$ cat src/rtl/ryu_anim_seq.sv
// Fighter animation sequencer: picks the animation from movement/punch flags
// and steps the sprite-ROM frame index with per-state hold counters.
module ryu_anim_seq #(
  parameter int IDLE_BASE    = 0,
  parameter int IDLE_FRAMES  = 4,
  parameter int IDLE_HOLD    = 8,
  parameter int WALK_BASE    = 4,
  parameter int WALK_FRAMES  = 5,
  parameter int WALK_HOLD    = 6,
  parameter int CROUCH_IDX   = 9,
  parameter int JUMP_BASE    = 10,
  parameter int JUMP_FRAMES  = 7,
  parameter int JUMP_HOLD    = 5,
  parameter int PUNCH_BASE   = 17,
  parameter int PUNCH_FRAMES = 3,
  parameter int PUNCH_HOLD   = 4
) (
  input  logic       frame_clk,
  input  logic       Reset,
  input  logic       Jump,
  input  logic       Crouch,
  input  logic       Left,
  input  logic       Right,
  input  logic       Punch,
  output logic [4:0] FrameIdx,
  output logic [2:0] AnimState,
  output logic       Busy
);

  // state  | meaning
  // IDLE   | standing loop
  // WALK_F | walk cycle, forward playback (Right)
  // WALK_B | walk cycle, reverse playback (Left)
  // CROUCH | single static sprite
  // JUMP   | airborne, plays once and holds last frame
  // PUNCH  | attack, runs to completion, Busy high
  typedef enum logic [2:0] {
    S_IDLE   = 3'd0,
    S_WALK_F = 3'd1,
    S_WALK_B = 3'd2,
    S_CROUCH = 3'd3,
    S_JUMP   = 3'd4,
    S_PUNCH  = 3'd5
  } state_t;

  localparam logic [3:0] IDLE_LAST  = 4'(IDLE_FRAMES - 1);
  localparam logic [3:0] WALK_LAST  = 4'(WALK_FRAMES - 1);
  localparam logic [3:0] JUMP_LAST  = 4'(JUMP_FRAMES - 1);
  localparam logic [3:0] PUNCH_LAST = 4'(PUNCH_FRAMES - 1);

  state_t     state_q, state_d;
  logic [3:0] hold_q, hold_d;
  logic [3:0] off_q, off_d;
  logic [4:0] frame_q, frame_d;
  logic       busy_q, busy_d;
  logic       punch_q, punch_d;
  logic       arm_q, arm_d;
  logic       punch_req, punch_done;
  logic [3:0] hold_lim;
  logic [4:0] base_v;

  function automatic state_t pick(input logic req, input logic jump,
                                  input logic crouch, input logic left,
                                  input logic right);
    state_t s;
    if (req && !jump)  s = S_PUNCH;
    else if (jump)     s = S_JUMP;
    else if (crouch)   s = S_CROUCH;
    else if (right)    s = S_WALK_F;
    else if (left)     s = S_WALK_B;
    else               s = S_IDLE;
    return s;
  endfunction

  always_ff @(posedge frame_clk or negedge Reset) begin
    if (!Reset) begin
      state_q <= S_IDLE;
      hold_q  <= 4'd0;
      off_q   <= 4'd0;
      frame_q <= 5'(IDLE_BASE);
      busy_q  <= 1'b0;
      punch_q <= 1'b0;
      arm_q   <= 1'b0;
    end else begin
      state_q <= state_d;
      hold_q  <= hold_d;
      off_q   <= off_d;
      frame_q <= frame_d;
      busy_q  <= busy_d;
      punch_q <= punch_d;
      arm_q   <= arm_d;
    end
  end

  // arm_q masks the first edge after reset so a Punch held through reset
  // must be released and pressed again before it attacks.
  always_comb begin
    punch_d    = Punch;
    arm_d      = 1'b1;
    punch_req  = arm_q & Punch & ~punch_q;
    punch_done = (hold_q == 4'(PUNCH_HOLD - 1)) && (off_q == PUNCH_LAST);
    state_d    = S_IDLE;
    case (state_q)
      S_PUNCH:  state_d = punch_done ? pick(1'b0, Jump, Crouch, Left, Right) : S_PUNCH;
      S_IDLE, S_WALK_F, S_WALK_B, S_CROUCH, S_JUMP:
                state_d = pick(punch_req, Jump, Crouch, Left, Right);
      default:  state_d = S_IDLE;
    endcase
  end

  always_comb begin
    case (state_q)
      S_IDLE:            hold_lim = 4'(IDLE_HOLD);
      S_WALK_F, S_WALK_B: hold_lim = 4'(WALK_HOLD);
      S_JUMP:            hold_lim = 4'(JUMP_HOLD);
      S_PUNCH:           hold_lim = 4'(PUNCH_HOLD);
      default:           hold_lim = 4'd1;
    endcase

    hold_d = hold_q + 4'd1;
    off_d  = off_q;
    if (state_d != state_q) begin
      hold_d = 4'd0;
      off_d  = (state_d == S_WALK_B) ? WALK_LAST : 4'd0;
    end else if (state_q == S_CROUCH) begin
      hold_d = 4'd0;
      off_d  = 4'd0;
    end else if (hold_q == hold_lim - 4'd1) begin
      hold_d = 4'd0;
      case (state_q)
        S_IDLE:   off_d = (off_q == IDLE_LAST) ? 4'd0 : off_q + 4'd1;
        S_WALK_F: off_d = (off_q == WALK_LAST) ? 4'd0 : off_q + 4'd1;
        S_WALK_B: off_d = (off_q == 4'd0) ? WALK_LAST : off_q - 4'd1;
        S_JUMP:   off_d = (off_q == JUMP_LAST) ? off_q : off_q + 4'd1;
        S_PUNCH:  off_d = off_q + 4'd1;
        default:  off_d = 4'd0;
      endcase
    end

    case (state_d)
      S_WALK_F, S_WALK_B: base_v = 5'(WALK_BASE);
      S_CROUCH:           base_v = 5'(CROUCH_IDX);
      S_JUMP:             base_v = 5'(JUMP_BASE);
      S_PUNCH:            base_v = 5'(PUNCH_BASE);
      default:            base_v = 5'(IDLE_BASE);
    endcase
    frame_d = base_v + {1'b0, off_d};
    busy_d  = (state_d == S_PUNCH);
  end

  assign FrameIdx  = frame_q;
  assign AnimState = state_q;
  assign Busy      = busy_q;

endmodule
$ cat config.mk
export PLATFORM = sky130hd
export DESIGN_NAME = ryu_anim_seq
export DESIGN_NICKNAME = d
export VERILOG_FILES = /design/src/rtl/ryu_anim_seq.sv
export SDC_FILE = /design/constraint.sdc
export NUM_CORES = 1
export LEC_CHECK = 0
export BUFFER_PORTS_ARGS = -buffer_cell sky130_fd_sc_hd__buf_2
export CAP_MARGIN = 20
export CORE_MARGIN = 5
export CORE_UTILIZATION = 60
export DETAILED_ROUTE_END_ITERATION = 12
export GPL_TIMING_DRIVEN = 0
export PLACE_DENSITY = 0.91
export SYNTH_ARGS = -nofsm -noshare
export SYNTH_HDL_FRONTEND = slang
export SYNTH_SLANG_ARGS = --single-unit
export TNS_END_PERCENT = 5
$ cat constraint.sdc
create_clock -name frame_clk -period 9.8 [get_ports frame_clk]
set_input_delay 0.98 -clock frame_clk [delete_from_list [all_inputs] [get_ports frame_clk]]
set_output_delay 0.98 -clock frame_clk [all_outputs]
set_load 0.05 [all_outputs]
Yosys cells after proc, flatten, opt, wreduce, memory -nomap -nowiden

Index checks and enable logic that the tools add are counted.

Equality and inequality tests: 17
Multiplexer cells: 21
Bitwise operators: 3
$add $sub $neg: 5
Reduce and logical (&&, ||, !) cells: 8

Operators with widths:

| cell                                              | number |
|---|---|
| two-way mux 4 bit                                 | 10 |
| case mux 4 bit (5 select lines)                   | 1 |
| case mux 5 bit (4 select lines)                   | 1 |
| two-way mux 3 bit                                 | 6 |
| case mux 4 bit (4 select lines)                   | 1 |
| == test 3 x 2 -> 1 bit (second input constant)    | 4 |
| == test 3 bit (second input constant)             | 4 |
| == test 4 x 2 -> 1 bit (second input constant)    | 3 |
| adder 4 x 1 -> 4 bit (second input constant)      | 2 |
| == test 4 x 3 -> 1 bit (second input constant)    | 2 |
| subtractor 4 x 1 -> 4 bit (second input constant) | 2 |
| == test 3 x 1 -> 1 bit (second input constant)    | 2 |
| case mux 3 bit (2 select lines)                   | 1 |
| adder 5 x 4 -> 5 bit                              | 1 |
| OR reduction 5 bit                                | 1 |
| == test 4 bit                                     | 1 |
| zero test 4 bit                                   | 1 |
| OR reduction 2 bit                                | 2 |
| zero test 3 bit                                   | 1 |
| inequality test 3 bit                             | 1 |
| bitwise AND 1 bit                                 | 2 |
| logical AND 1 bit                                 | 2 |
| two-way mux 2 bit                                 | 1 |
| zero test 1 bit                                   | 1 |
| inverter 1 bit                                    | 1 |

Bits in registers: 19
Output and inout bits: 9
Input bits: 7

Longest topological paths before layout

Gate-level depths: netlist of run 1.

Depth after elaboration: 10
Depth in mapped cells: 16
Depth with buffers taken out: 14

Worst setup path after synthesis of run 1

OpenSTA, ideal clock, no wires.

Path type: register -> register
Start: register state_q[1] (netlist: AnimState[1])
End: register frame_q[4] (netlist: FrameIdx[4])
Arrival time: 3617 ps
Path slack: 6103 ps
Data required time: 9720 ps
Library setup time: 80 ps
Buffers on the path: 2
Cell stages (with the launch flop): 17
Path through: dfrtp_1 clkbuf_1 buf_2 xor2_1 nand2_1 ha_1 xnor2_1 nor2_1 nand3b_1 o21bai_1 a21oi_1 nor2_1 ha_1 fa_1 a21o_1 a21oi_1 xnor2_1

Longest elaborated chain between the ends: 9
Elaborated cells between the ends (all ways): 26
Those cells by class: 2 x add/sub; 12 x eq/ne; 8 x mux; 4 x reduce/logical

Ends and longest elaborated chain:

| element                                                                 | RTL line      | RTL |
|---|---|---|
| from (decl)                                                             | 51            | `state_t state_q, state_d;` |
| from (signal assigned)                                                  | 85            | `state_q <= state_d;` |
| == test 3 x 1 -> 1 bit / == test 3 x 2 -> 1 bit (equally long branches) | 103, 112, 130 |  |
| OR reduction 2 bit                                                      | 112           | `case (state_q)` |
| case mux 4 bit (4 select lines)                                         | 112           |  |
| subtractor 4 x 1 -> 4 bit                                               | 128           | `end else if (hold_q == hold_lim - 4'd1) begin` |
| == test 4 bit                                                           | 128           |  |
| two-way mux 4 bit                                                       | 128           |  |
| two-way mux 4 bit                                                       | 125           | `end else if (state_q == S_CROUCH) begin` |
| two-way mux 4 bit (*)                                                   | 122           | `if (state_d != state_q) begin` |
| net off_d[0]                                                            | 53            | `logic [3:0] off_q, off_d;` |
| adder 5 x 4 -> 5 bit (*)                                                | 147           | `frame_d = base_v + {1'b0, off_d};` |
| net frame_d[4]                                                          | 54            | `logic [4:0] frame_q, frame_d;` |
| to (signal assigned)                                                    | 80            | `frame_q <= 5'(IDLE_BASE);` |
| to (signal assigned)                                                    | 88            | `frame_q <= frame_d;` |
| to (decl)                                                               | 54            |  |

Mark *: on every way through the listed nets, which the timed path passes. The rest lies on a longest branch.

Worst setup path after layout of run 1

Same ends and word-level chain as after synthesis.

==> results of run 1 <==
==> power groups by stage <==
stage | combinational, mW | sequential [mW] | clock, mW
6_report | 0.313 | 0.119 | 0.0431
4_1_cts | 0.311 | 0.118 | 0.0418
2_1_floorplan | 0.188 | 0.173 | 0
3_3_place_gp | 0.295 | 0.117 | 0
5_1_grt | 0.340 | 0.122 | 0.0480
3_5_place_dp | 0.310 | 0.119 | 0
==> cell usage after synthesis, types with 2 or more instances <==
cell / count / share of area (%)
sky130_fd_sc_hd__nor2_1: 16 / 4.2
sky130_fd_sc_hd__a32o_1: 2 / 1.4
sky130_fd_sc_hd__nand3b_1: 2 / 1.1
sky130_fd_sc_hd__a32oi_1: 2 / 1.2
sky130_fd_sc_hd__xor2_1: 4 / 2.5
sky130_fd_sc_hd__o21bai_1: 2 / 1.1
sky130_fd_sc_hd__nor4b_1: 2 / 1.2
sky130_fd_sc_hd__and3b_1: 3 / 1.8
sky130_fd_sc_hd__a2bb2oi_1: 2 / 1.2
sky130_fd_sc_hd__ha_1: 9 / 7.9
sky130_fd_sc_hd__and3_1: 2 / 0.88
sky130_fd_sc_hd__nand3_1: 5 / 1.8
sky130_fd_sc_hd__o21ai_0: 6 / 2.1
sky130_fd_sc_hd__a21o_1: 4 / 2.1
sky130_fd_sc_hd__o22ai_1: 2 / 0.88
sky130_fd_sc_hd__inv_1: 9 / 2.4
sky130_fd_sc_hd__xnor2_1: 5 / 3.1
sky130_fd_sc_hd__buf_2: 3 / 1.1
sky130_fd_sc_hd__mux2i_1: 3 / 2.1
sky130_fd_sc_hd__nand2_1: 13 / 3.4
sky130_fd_sc_hd__a21oi_1: 11 / 3.9
sky130_fd_sc_hd__dfrtp_1: 19 / 33
sky130_fd_sc_hd__a211o_1: 2 / 1.2
sky130_fd_sc_hd__nand2b_1: 2 / 0.88
==> cell usage in the layout, fill, tap and decap left out, types with 3 or more instances in the layout <==
| cell type | instances |
|---|---|
| sky130_fd_sc_hd__xnor2_1 | 5 |
| sky130_fd_sc_hd__ha_1 | 9 |
| sky130_fd_sc_hd__a21o_1 | 4 |
| sky130_fd_sc_hd__nor2_1 | 16 |
| sky130_fd_sc_hd__and3b_1 | 3 |
| sky130_fd_sc_hd__a21oi_1 | 11 |
| sky130_fd_sc_hd__nand2_1 | 13 |
| sky130_fd_sc_hd__dfrtp_1 | 19 |
| sky130_fd_sc_hd__clkbuf_4 | 3 |
| sky130_fd_sc_hd__inv_1 | 9 |
| sky130_fd_sc_hd__nand3_1 | 5 |
| sky130_fd_sc_hd__o21ai_0 | 6 |
| sky130_fd_sc_hd__mux2i_1 | 3 |
| sky130_fd_sc_hd__buf_2 | 18 |
| sky130_fd_sc_hd__xor2_1 | 4 |
==> sequential cells by signal, summed over array words and instances (netlist names) <==
name	cells
off_q	4
AnimState	3
hold_q	4
Busy	1
arm_q	1
punch_q	1
FrameIdx	5
==> cell families (layout without fill, tap and decap cells) <==
family | after synthesis | count (layout) | share of synthesized area (%)
flip-flops | 19 | 19 | 33.3
adder cells (fa/ha/maj) | 10 | 10 | 9.30
XOR/XNOR | 10 | 10 | 7.10
AND/OR/NAND/NOR | 56 | 56 | 22.1
other | 1 | 1 | 0.263
AO/OA/AOI/OAI | 41 | 41 | 21.1
buffers and inverters | 15 | 34 | 4.74
multiplexers | 3 | 3 | 2.11
==> cell type report <==
class	count	area, sq um
multi-input combinational	121	883
fill	169	671
sequential	19	475
timing repair buffer	15	75.1
inverter	10	37.5
tap	28	35.0
buffer	5	30.0
clock buffer	4	26.3
==> worst min-delay path by stage <==
stage                                    from                  end  cells past startpoint
after global placement    hold_q[3]$_DFF_PN0_  hold_q[3]$_DFF_PN0_                      3
after CTS                               Reset      arm_q$_DFF_PN0_                      1
after floorplan           hold_q[0]$_DFF_PN0_  hold_q[0]$_DFF_PN0_                      1
after global routing                    Reset  hold_q[2]$_DFF_PN0_                      1
after detailed placement  hold_q[0]$_DFF_PN0_  hold_q[0]$_DFF_PN0_                      1
final                                   Reset      arm_q$_DFF_PN0_                      1
==> per-stage QoR <==
| step | setup slack (ps) | utilization, % |
|---|---|---|
| finish | 5900 | 70.0 |
| global route | 5510 | 70.0 |
| CTS | 5910 | 70.0 |
| detailed placement | 5940 | 68.8 |
| global placement | 6040 | 68.8 |
| floorplan | 6100 | - |
==> critical path, delay by kind of cell (launching register included) <==
family                   cells  cell delay (ps)
flip-flops                   1              390
adder cells (fa/ha/maj)      3              940
AO/OA/AOI/OAI                4              780
buffers and inverters        2              670
AND/OR/NAND/NOR              4              630
XOR/XNOR                     3              410
==> layer usage <==
metal  GRT usage (%)  wire [um]  part of all wire (%)  up-vias
met5               0          0                     0        -
met4            8.09        115                   3.3        0
met3            5.26        234                   6.7       20
met2            38.2       1720                    49       74
met1            28.4       1400                    40      608
li1                -          -                     -      600
==> summary.txt, run 1 <==
Global route
  – Number of antenna violations at the first check in global routing: 0
  – Pin count of the biggest net entering global routing: 20
  – Via count of the first global-routing pass: 1286
  – First-pass GRT wire length: 6.06 mm
  – Total congestion overflow: 0
  – Overall fraction of global-route tracks in use: 22.7%

Worst setup path
  – Setup slack, reg-to-reg: 5900 ps
  – Worst-case reg-to-reg path depth: 16
  – Standard cell with the maximum stage delay on the critical path: sky130_fd_sc_hd__fa_1
  – Reg-to-reg endpoint: FrameIdx[4]$_DFF_PN0_
  – Critical Path End: FrameIdx[4]$_DFF_PN0_
  – Data required time at the worst endpoint: 10040 ps
  – Critical path endpoint category: flop
  – Worst R2R Start: AnimState[1]$_DFF_PN0_
  – Critical path class: reg -> reg
  – Chain of cells forming the critical path: clkbuf_1, buf_2, xor2_1, nand2_1, ha_1, xnor2_1, nor2_1, nand3b_1, o21bai_1, a21oi_1, nor2_1, ha_1, fa_1, a21o_1, a21oi_1, xnor2_1
  – Delay of the slowest cell on the worst path: 400 ps
  – Startpoint of the worst setup timing path: AnimState[1]$_DFF_PN0_
  – Highest fanout seen on the critical path: 10
  – Data arrival time at the worst-slack endpoint: 4140 ps
  – Startpoint type of the worst setup path: flop

Pwr
  – Total chip power: 0.474 mW
  – Share of power burned in registers: 25.0%
  – Pwr dens: 303 nW/um^2
  – Lkg Pwr: 0.791 nW
  – Clock power share: 9.1%
  – Part of the total power dissipated in combinational logic: 65.9%
  – Reported net switching power: 0.251 mW
  – Switching part of the total: 52.8%
  – Peak supply drop: 0.000232 V
  – P_int: 0.224 mW

Clocking
  – CTS H-tree lvls: 1
  – Gates resized, CTS repair: 0
  – Clk slew on worst S/H paths: 120 ps
  – Setup bufs post-CTS: 0
  – Number of buffers between clock root and the deepest sink: 2
  – TritonCTS clock tree: yes
  – Post-cts hold buffer count: 0
  – Clock sink total: 19
  – Cell at the root of the clock tree: sky130_fd_sc_hd__clkbuf_4
  – Number of buffers created by CTS: 3
  – Worst-skew pair later-pin latency: 310 ps

Placed design
  – Placed Area: 1540 sq um
  – Routability cong.: 0.929
  – Number of cells after detailed placement: 198
  – Number of input and output port buffers inserted: 15
  – Detailed Place HPWL: 2.69 mm

Yosys
  – Syn_nets: 172
  – Predominant post-synthesis flop cell: sky130_fd_sc_hd__dfrtp_1
  – Proportion of synthesized chip area in sequential cells: 33.3%
  – Average size of a mapped cell: 9.20 sq um
  – Yosys warning count: 0
  – Cell area after technology mapping: 1430 sq um
  – Post-synth ARST share: 100%
  – Gate Count Post-Synth: 155
  – Library cells used by synthesis: 49
  – Post-synthesis register bit count: 19
  – Number of synthesized flops with an enable pin: 0

Cells and area
  – Area growth from synthesis to layout: 9.56%
  – Post-route non-filler standard cell count: 202
  – Post-layout nets: 192
  – N_diodes: 0
  – Post-route cell area: 1560 sq um
  – Layout cells sized above 1: 14.9%

Detailed routing
  – Number of optimization iterations in the first detailed-route pass: 5
  – Number of DRC markers after the initial detailed-route iteration: 43
  – Detailed-route DRC error count: 0
  – Final wirelength: 3.47 mm
  – Number of nets still failing antenna checks after routing: 0
  – Via count: 1302
  – Wire length per cell after detailed routing: 17.2 um
  – Average vias per placed instance: 6.45

Timing
  – Max Slew Vio Count: 0
  – Worst Skew: 3.55 ps
  – Total setup violations reported at the end of the flow: 0
  – Final hold violation count: 0
  – Total negative slack for setup checks: 0 ps
  – Period Utilization, post-route: 39.8%
  – Maximum achievable frequency: 257 MHz
  – Unrepaired setup endpoints after global routing: false
  – Fin crit period: 3900 ps
  – Worst hold slack: 580 ps

Floorplan
  – Number of core rows: 17
  – Floorplan die area: 3450 sq um
  – Initial core utilization: 63.9%
  – Die span in x: 58.8 um
  – Area of the core: 2230 sq um
  – Vertical die dimension: 58.8 um
  – Boundary pin count: 16

Min path
  – Class of the most critical hold timing path: in -> async

Run
  – Maximum capacitance violations: 0

Run status
  – Status: finished, final reports clean
No activity file was read; power rests on OpenSTA's default activity.
==> run 2, diff against run 1 <==
--- a/config.mk
+++ b/config.mk
@@ -5,13 +5,14 @@
 export SDC_FILE = /design/constraint.sdc
 export NUM_CORES = 1
 export LEC_CHECK = 0
+export ABC_AREA = 1
 export BUFFER_PORTS_ARGS = -buffer_cell sky130_fd_sc_hd__buf_2
 export CAP_MARGIN = 20
 export CORE_MARGIN = 5
-export CORE_UTILIZATION = 60
+export CORE_UTILIZATION = 59
 export DETAILED_ROUTE_END_ITERATION = 12
 export GPL_TIMING_DRIVEN = 0
-export PLACE_DENSITY = 0.91
+export PLACE_DENSITY = 0.9
 export SYNTH_ARGS = -nofsm -noshare
 export SYNTH_HDL_FRONTEND = slang
 export SYNTH_SLANG_ARGS = --single-unit
==> constraint.sdc (replaced) <==
create_clock -name frame_clk -period 3.7 [get_ports frame_clk]
set_input_delay 0.37 -clock frame_clk [delete_from_list [all_inputs] [get_ports frame_clk]]
set_output_delay 0.37 -clock frame_clk [all_outputs]
set_load 0.05 [all_outputs]
==> summary.txt, run 2 <==
Run status
  – Status: finished, final reports clean (unchanged)

Min path
  – Class of the most critical hold timing path: in -> reg (was in -> async)
  – End point of the most critical hold path: punch_q$_DFF_PN0_
  – Hold Path Cell Cnt: 1
  – Hold path startpoint: Punch

Clocking
  – Worst-skew pair later-pin latency: 290 ps (was 310 ps)
  – CTS H-tree lvls: 1 (unchanged)
  – Cell at the root of the clock tree: sky130_fd_sc_hd__clkbuf_4 (unchanged)
  – Number of buffers between clock root and the deepest sink: 2 (unchanged)
  – Clock sink total: 19 (unchanged)
  – Number of buffers created by CTS: 3 (unchanged)
  – TritonCTS clock tree: yes (unchanged)
  – Clk slew on worst S/H paths: 100 ps (was 120 ps)

Worst setup path
  – Cell repeated most along the worst path: sky130_fd_sc_hd__nand2_1
  – Highest fanout seen on the critical path: 9 (was 10)
  – Standard cell with the maximum stage delay on the critical path: sky130_fd_sc_hd__dfrtp_1 (was sky130_fd_sc_hd__fa_1)
  – Chain of cells forming the critical path: buf_6, nor2_1, nand2_1, o21ai_0, inv_1, ha_1, nand2_1, nand2_1, nor2_1, nand3_2, a21oi_4, nand3_1, o211ai_1, nor2_1, ha_1, fa_1, nand2_1, nand2_1, a21oi_1, xnor2_1 (was clkbuf_1, buf_2, xor2_1, nand2_1, ha_1, xnor2_1, nor2_1, nand3b_1, o21bai_1, a21oi_1, nor2_1, ha_1, fa_1, a21o_1, a21oi_1, xnor2_1)
  – Delay of the slowest cell on the worst path: 410 ps (was 400 ps)
  – Critical path endpoint category: flop (unchanged)
  – Delay-heaviest family, CP: simple AND/OR/NAND/NOR gates (was adder cells)
  – Data arrival time at the worst-slack endpoint: 3530 ps (was 4140 ps)
  – Reg-to-reg endpoint: FrameIdx[4]$_DFF_PN0_ (unchanged)
  – Worst-case reg-to-reg path depth: 20 (was 16)
  – Data required time at the worst endpoint: 3920 ps (was 10040 ps)
  – Startpoint type of the worst setup path: flop (unchanged)
  – Worst R2R Start: AnimState[2]$_DFF_PN0_ (was AnimState[1]$_DFF_PN0_)
  – Critical path class: reg -> reg (unchanged)
  – Combined buffer and inverter count along the critical path: 2 (unchanged)
  – Setup slack, reg-to-reg: 380 ps (was 5900 ps)

Cells and area
  – Number of flip-flops in the largest register: 5 (unchanged)
  – Layout cells sized above 1: 19.9% (was 14.9%)
  – N_diodes: 0 (unchanged)
  – Most common library cell in the layout ignoring fill and taps: sky130_fd_sc_hd__nand2_1 (was sky130_fd_sc_hd__dfrtp_1)
  – Post-layout nets: 259 (was 192)
  – Top library cells by usage in the layout, fill and taps aside: sky130_fd_sc_hd__nand2_1 (60), sky130_fd_sc_hd__nand3_1 (31), sky130_fd_sc_hd__inv_1 (26), sky130_fd_sc_hd__nor2_1 (21), sky130_fd_sc_hd__dfrtp_1 (18) (was sky130_fd_sc_hd__dfrtp_1 (19), sky130_fd_sc_hd__buf_2 (18), sky130_fd_sc_hd__nor2_1 (16), sky130_fd_sc_hd__nand2_1 (13), sky130_fd_sc_hd__a21oi_1 (11))
  – Area growth from synthesis to layout: 9.94% (was 9.56%)

Timing
  – Unrepaired setup endpoints after global routing: false (unchanged)
  – Final hold violation count: 0 (unchanged)
  – Worst Skew: 2.06 ps (was 3.55 ps)
  – Max Slew Vio Count: 0 (unchanged)
  – Total setup violations reported at the end of the flow: 0 (unchanged)
  – Worst hold slack: 202 ps (was 580 ps)
  – Maximum achievable frequency: 302 MHz (was 257 MHz)
  – Total negative slack for setup checks: 0 ps (unchanged)
  – Fin crit period: 3320 ps (was 3900 ps)
  – Period Utilization, post-route: 89.6% (was 39.8%)

Pwr
  – Lkg Pwr: 0.956 nW (was 0.791 nW)
  – Total chip power: 1.55 mW (was 0.474 mW)
  – Pwr dens: 884 nW/um^2 (was 303 nW/um^2)
  – Peak supply drop: 0.000697 V (was 0.000232 V)

Yosys
  – Post-synth top area share: 29.8% (was 33.3%)
  – Leading cell types by count after synthesis: sky130_fd_sc_hd__nand2_1 (60), sky130_fd_sc_hd__nand3_1 (31), sky130_fd_sc_hd__inv_1 (26) (was sky130_fd_sc_hd__dfrtp_1 (19), sky130_fd_sc_hd__nor2_1 (16), sky130_fd_sc_hd__nand2_1 (13))
  – Number of synthesized flops with an enable pin: 0 (unchanged)
  – Predominant post-synthesis flop cell: sky130_fd_sc_hd__dfrtp_1 (unchanged)
  – Post-synth ARST share: 100% (unchanged)
  – Syn_nets: 237 (was 172)
  – Average size of a mapped cell: 7.26 sq um (was 9.20 sq um)
  – Post-synthesis register bit count: 19 (unchanged)
  – Proportion of synthesized chip area in sequential cells: 29.8% (was 33.3%)
  – Library cell with the largest summed area after synthesis: sky130_fd_sc_hd__dfrtp_1 (unchanged)
  – Gate Count Post-Synth: 220 (was 155)
  – Cell types with the largest area share after synthesis: sky130_fd_sc_hd__dfrtp_1 (30%), sky130_fd_sc_hd__nand2_1 (14%), sky130_fd_sc_hd__nand3_1 (9.7%) (was sky130_fd_sc_hd__dfrtp_1 (33%), sky130_fd_sc_hd__ha_1 (7.9%), sky130_fd_sc_hd__nor2_1 (4.2%))
  – Most common cell in the synthesized netlist: sky130_fd_sc_hd__nand2_1 (was sky130_fd_sc_hd__dfrtp_1)
  – Yosys warning count: 0 (unchanged)
  – Library cells used by synthesis: 30 (was 49)
  – Cell area after technology mapping: 1600 sq um (was 1430 sq um)

Placed design
  – Routability cong.: 0.891 (was 0.929)
  – Number of input and output port buffers inserted: 15 (unchanged)
  – Detailed Place HPWL: 2.66 mm (was 2.69 mm)

Global route
  – Pin count of the biggest net entering global routing: 20 (unchanged)
  – Overall fraction of global-route tracks in use: 20.8% (was 22.7%)
  – Number of antenna violations at the first check in global routing: 0 (unchanged)
  – First-pass GRT wire length: 5.93 mm (was 6.06 mm)
  – Via count of the first global-routing pass: 1377 (was 1286)
  – Total congestion overflow: 0 (unchanged)

Floorplan
  – Area of the core: 2540 sq um (was 2230 sq um)
  – Die span in x: 62.0 um (was 58.8 um)
  – Floorplan die area: 3850 sq um (was 3450 sq um)
  – Vertical die dimension: 62.0 um (was 58.8 um)
  – Number of core rows: 18 (was 17)
  – Boundary pin count: 16 (unchanged)
  – Initial core utilization: 62.8% (was 63.9%)

Detailed routing
  – Uppermost layer routed: met4 (unchanged)
  – Number of optimization iterations in the first detailed-route pass: 4 (was 5)
  – Average vias per placed instance: 5.35 (was 6.45)
  – Met2 Routed Length: 1.67 mm (was 1.72 mm)
  – Final wirelength: 3.33 mm (was 3.47 mm)
  – Routed length on met1: 1.46 mm (was 1.40 mm)
  – Number of nets still failing antenna checks after routing: 0 (unchanged)
  – Wire length per cell after detailed routing: 12.3 um (was 17.2 um)
  – Via count: 1450 (was 1302)
  – Met3 wirelength from detailed routing: 163 um (was 234 um)
  – Detailed-route DRC error count: 0 (unchanged)
  – Number of DRC markers after the initial detailed-route iteration: 101 (was 43)

Run
  – Maximum capacitance violations: 0 (unchanged)
==> run 2: changes by cell type after synthesis, sizes merged, moves of 7 or more <==
cell   before  now
inv        10   29
nand3       5   34
nor2       16   25
a21oi      11    4
nand2      13   71
==> run 2: kinds of logic (layout without fill, tap and decap cells) <==
family	after synthesis	in the layout	synth area share [%]
simple gates	135	135	42.4
fa+ha+maj	10	10	8.30
other cells	1	1	0.235
xor+xnor	7	7	3.84
flops	19	19	29.8
buf+inv	32	53	8.77
compound gates	16	16	6.73
==> run 2: area by class of cell <==
type,count,area (sq um)
plain buffers,2,22.5
clock buffers,3,22.5
clock inverters,1,5.00
fillers,210,788
inverters,30,118
multi-input cells,169,982
flip-flops and latches,19,477
well taps,30,37.5
repair buffers,17,92.6
==> run 2: worst reg2reg max path, cell delays in order, from the launching register on <==
cell,delay (ps)
sky130_fd_sc_hd__dfrtp_1,410
sky130_fd_sc_hd__buf_6,150
sky130_fd_sc_hd__nor2_1,150
sky130_fd_sc_hd__nand2_1,140
sky130_fd_sc_hd__o21ai_0,100
sky130_fd_sc_hd__inv_1,60
sky130_fd_sc_hd__ha_1,310
sky130_fd_sc_hd__nand2_1,70
sky130_fd_sc_hd__nand2_1,40
sky130_fd_sc_hd__nor2_1,110
sky130_fd_sc_hd__nand3_2,130
sky130_fd_sc_hd__a21oi_4,130
sky130_fd_sc_hd__nand3_1,100
sky130_fd_sc_hd__o211ai_1,120
sky130_fd_sc_hd__nor2_1,110
sky130_fd_sc_hd__ha_1,240
sky130_fd_sc_hd__fa_1,400
sky130_fd_sc_hd__nand2_1,90
sky130_fd_sc_hd__nand2_1,60
sky130_fd_sc_hd__a21oi_1,170
sky130_fd_sc_hd__xnor2_1,140
==> run 2: worst max path at each step <==
stage	startpoint	to	slack, ps	cells after the start
floorplan	AnimState[2]$_DFF_PN0_	FrameIdx[4]$_DFF_PN0_	460	20
global placement	AnimState[1]$_DFF_PN0_	FrameIdx[4]$_DFF_PN0_	450	19
detailed placement	AnimState[2]$_DFF_PN0_	FrameIdx[4]$_DFF_PN0_	330	20
CTS	AnimState[2]$_DFF_PN0_	FrameIdx[4]$_DFF_PN0_	300	20
global route	AnimState[2]$_DFF_PN0_	FrameIdx[4]$_DFF_PN0_	70	20
finish	AnimState[2]$_DFF_PN0_	FrameIdx[4]$_DFF_PN0_	380	20
==> run 2: routing by layer <==
layer  vias to the layer above  track usage, %
met5                         -               0
li1                        742               -
met3                         4            2.69
met1                       672            27.6
met4                         0            6.06
met2                        32            35.2
==> run 2: through the flow <==
| stage | utilization [%] | area, sq um | setup WS (ps) | cells |
|---|---|---|---|---|
| after floorplan | - | 1600 | 461 | 220 |
| after global placement | 67.2 | 1710 | 448 | 265 |
| after detailed placement | 67.2 | 1710 | 330 | 265 |
| after CTS | 68.7 | 1750 | 303 | 270 |
| after global routing | 69.0 | 1760 | 69.4 | 271 |
| final | 69.0 | 1760 | 384 | 271 |
==> run 2: where the power goes <==
group | switching [mW] | internal (mW)
registers | 0.0510 | 0.270
logic | 0.764 | 0.369
clock network | 0.0590 | 0.0402
total | 0.874 | 0.680
==> run 2: timing repair <==
action                                 CTS  global route
setup endpoints to repair                0             1
hold buffers                             1             0
gates resized for setup                  0             1
buffers inserted                         0             1
endpoints found under the hold margin   19             0
==> run 3, diff against run 2 <==
--- a/config.mk
+++ b/config.mk
@@ -8,8 +8,10 @@
 export ABC_AREA = 1
 export BUFFER_PORTS_ARGS = -buffer_cell sky130_fd_sc_hd__buf_2
 export CAP_MARGIN = 20
+export CELL_PAD_IN_SITES_DETAIL_PLACEMENT = 1
+export CELL_PAD_IN_SITES_GLOBAL_PLACEMENT = 1
 export CORE_MARGIN = 5
-export CORE_UTILIZATION = 59
+export CORE_UTILIZATION = 43
 export DETAILED_ROUTE_END_ITERATION = 12
 export GPL_TIMING_DRIVEN = 0
 export PLACE_DENSITY = 0.9
==> summary.txt, run 3 (synthesis results as in run 2) <==
Cells and area
  – Post-route cell area: 1780 sq um (was 1760 sq um)
  – Top library cells by usage in the layout, fill and taps aside: sky130_fd_sc_hd__nand2_1 (60), sky130_fd_sc_hd__nand3_1 (31), sky130_fd_sc_hd__inv_1 (26), sky130_fd_sc_hd__nor2_1 (21), sky130_fd_sc_hd__dfrtp_1 (19) (was sky130_fd_sc_hd__nand2_1 (60), sky130_fd_sc_hd__nand3_1 (31), sky130_fd_sc_hd__inv_1 (26), sky130_fd_sc_hd__nor2_1 (21), sky130_fd_sc_hd__dfrtp_1 (18))
  – Layout cells sized above 1: 18.8% (was 19.9%)
  – Number of flip-flops in the largest register: 5 (unchanged)
  – Area growth from synthesis to layout: 11.3% (was 9.94%)
  – N_diodes: 0 (unchanged)
  – Layout filler cell count: 496 (was 210)
  – Core utilization of the finished layout: 48.9% (was 69.0%)
  – Post-layout nets: 257 (was 259)
  – Most common library cell in the layout ignoring fill and taps: sky130_fd_sc_hd__nand2_1 (unchanged)

Clocking
  – TritonCTS clock tree: yes (unchanged)
  – Post-cts hold buffer count: 0 (was 1)
  – CTS H-tree lvls: 1 (unchanged)
  – Clock sink total: 19 (unchanged)
  – Setup bufs post-CTS: 0 (unchanged)
  – Cell at the root of the clock tree: sky130_fd_sc_hd__clkbuf_8 (was sky130_fd_sc_hd__clkbuf_4)
  – Number of buffers created by CTS: 3 (unchanged)
  – Worst-skew pair later-pin latency: 250 ps (was 290 ps)
  – Clk slew on worst S/H paths: 70 ps (was 100 ps)
  – Number of buffers between clock root and the deepest sink: 2 (unchanged)
  – Gates resized, CTS repair: 0 (unchanged)

Detailed routing
  – Detailed-route DRC error count: 0 (unchanged)
  – Via count: 1456 (was 1450)
  – Final wirelength: 3.88 mm (was 3.33 mm)
  – Average vias per placed instance: 5.07 (was 5.35)
  – Wire length per cell after detailed routing: 13.5 um (was 12.3 um)
  – Number of optimization iterations in the first detailed-route pass: 5 (was 4)
  – Number of DRC markers after the initial detailed-route iteration: 62 (was 101)
  – Number of nets still failing antenna checks after routing: 0 (unchanged)

Run status
  – Status: finished, final reports clean (unchanged)

Floorplan
  – Floorplan die area: 5030 sq um (was 3850 sq um)
  – Initial core utilization: 44.0% (was 62.8%)
  – Number of core rows: 22 (was 18)
  – Area of the core: 3630 sq um (was 2540 sq um)
  – Vertical die dimension: 71.0 um (was 62.0 um)
  – Die span in x: 71.0 um (was 62.0 um)
  – Boundary pin count: 16 (unchanged)

Worst setup path
  – Data required time at the worst endpoint: 3880 ps (was 3920 ps)
  – Chain of cells forming the critical path: inv_2, nand2_1, o21ai_0, inv_1, ha_1, nand2_1, nand2_1, nor2_1, nand3_2, a21oi_4, nand3_1, o211ai_1, nor2_1, ha_1, fa_1, nand2_1, nand2_1, a21oi_1, xnor2_1 (was buf_6, nor2_1, nand2_1, o21ai_0, inv_1, ha_1, nand2_1, nand2_1, nor2_1, nand3_2, a21oi_4, nand3_1, o211ai_1, nor2_1, ha_1, fa_1, nand2_1, nand2_1, a21oi_1, xnor2_1)
  – Critical path endpoint category: flop (unchanged)
  – Delay of the slowest cell on the worst path: 490 ps (was 410 ps)
  – Startpoint type of the worst setup path: flop (unchanged)
  – Standard cell with the maximum stage delay on the critical path: sky130_fd_sc_hd__dfrtp_1 (unchanged)
  – Data arrival time at the worst-slack endpoint: 3540 ps (was 3530 ps)
  – Highest fanout seen on the critical path: 7 (was 9)
  – Critical path class: reg -> reg (unchanged)
  – Cell repeated most along the worst path: sky130_fd_sc_hd__nand2_1 (unchanged)

Global route
  – Number of antenna violations at the first check in global routing: 0 (unchanged)
  – Via count of the first global-routing pass: 1527 (was 1377)
  – Total congestion overflow: 0 (unchanged)
  – Pin count of the biggest net entering global routing: 20 (unchanged)
  – Overall fraction of global-route tracks in use: 16.5% (was 20.8%)
  – First-pass GRT wire length: 6.83 mm (was 5.93 mm)

Pwr
  – Pwr dens: 894 nW/um^2 (was 884 nW/um^2)
  – Lkg Pwr: 0.953 nW (was 0.956 nW)
  – Peak supply drop: 0.000572 V (was 0.000697 V)

Min path
  – Class of the most critical hold timing path: in -> async (was in -> reg)

Timing
  – Max Slew Vio Count: 0 (unchanged)
  – Post-route worst setup slack: 339 ps (was 384 ps)
  – Total setup violations reported at the end of the flow: 0 (unchanged)
  – Worst Skew: 3.55 ps (was 2.06 ps)
  – Fin crit period: 3360 ps (was 3320 ps)
  – Unrepaired setup endpoints after global routing: false (unchanged)
  – Period Utilization, post-route: 90.8% (was 89.6%)
  – Total negative slack for setup checks: 0 ps (unchanged)
  – Final hold violation count: 0 (unchanged)
  – Maximum achievable frequency: 298 MHz (was 302 MHz)
  – Worst hold slack: 47.3 ps (was 202 ps)

Placed design
  – Placed Area: 1730 sq um (was 1710 sq um)
  – Routability cong.: 0.839 (was 0.891)
  – Detailed Place HPWL: 3.20 mm (was 2.66 mm)
  – Number of input and output port buffers inserted: 15 (unchanged)
  – Post-placement setup slack: 314 ps (was 330 ps)

Run
  – Maximum capacitance violations: 0 (unchanged)
-- run 3: final timing paths --
kind	cells past startpoint	slack [ps]	start	endpoint
max	19	340	AnimState[1]$_DFF_PN0_	FrameIdx[4]$_DFF_PN0_
min	1	50	Reset	Busy$_DFF_PN0_
max reg2reg	19	340	AnimState[1]$_DFF_PN0_	FrameIdx[4]$_DFF_PN0_
min reg2reg	3	660	hold_q[0]$_DFF_PN0_	hold_q[0]$_DFF_PN0_
max in group asynchronous	1	3360	Reset	AnimState[0]$_DFF_PN0_
min in group frame_clk	1	240	Punch	punch_q$_DFF_PN0_
-- run 3: layout make-up --
class,count,area (sq um),area share [%]
Buffer,2,22.5,1.27
Sequential cell,19,475,26.7
Tap cell,48,60.1,3.38
Clock buffer,4,45.0,2.53
Timing Repair Buffer,15,75.1,4.22
Inverter,30,118,6.62
Multi-Input combinational cell,169,982,55.2
-- run 3: where the power goes --
part	internal [mW]	total [mW]	switching [mW]	leakage (nW)
clock network	0.0764	0.141	0.0643	0.0228
logic	0.360	1.13	0.765	0.684
registers	0.270	0.323	0.0535	0.246
total	0.707	1.59	0.883	0.953
-- run 3: through the flow --
stage | total power, mW | instances
floorplan | 1.23 | 220
global placement | 1.42 | 283
detailed placement | 1.46 | 283
CTS | 1.61 | 287
global route | 1.75 | 287
finish | 1.59 | 287
-- run 3: worst max-delay path, delay by kind of cell (launching register included) --
family                     cells  cell delay, ps
AOI/OAI and AO/OA              4             670
xor gates and xnor gates       1             130
adders and majority gates      3             940
buffers and inverters          2             240
DFF                            1             490
and+or+nand+nor                9             800
-- run 3: layer usage --
layer  global-route usage [%]  part of all wire (%)
met3                     2.13                   1.9
met4                     3.76                  0.67
met1                     21.2                    46
met5                        0                     0
met2                     29.6                    51
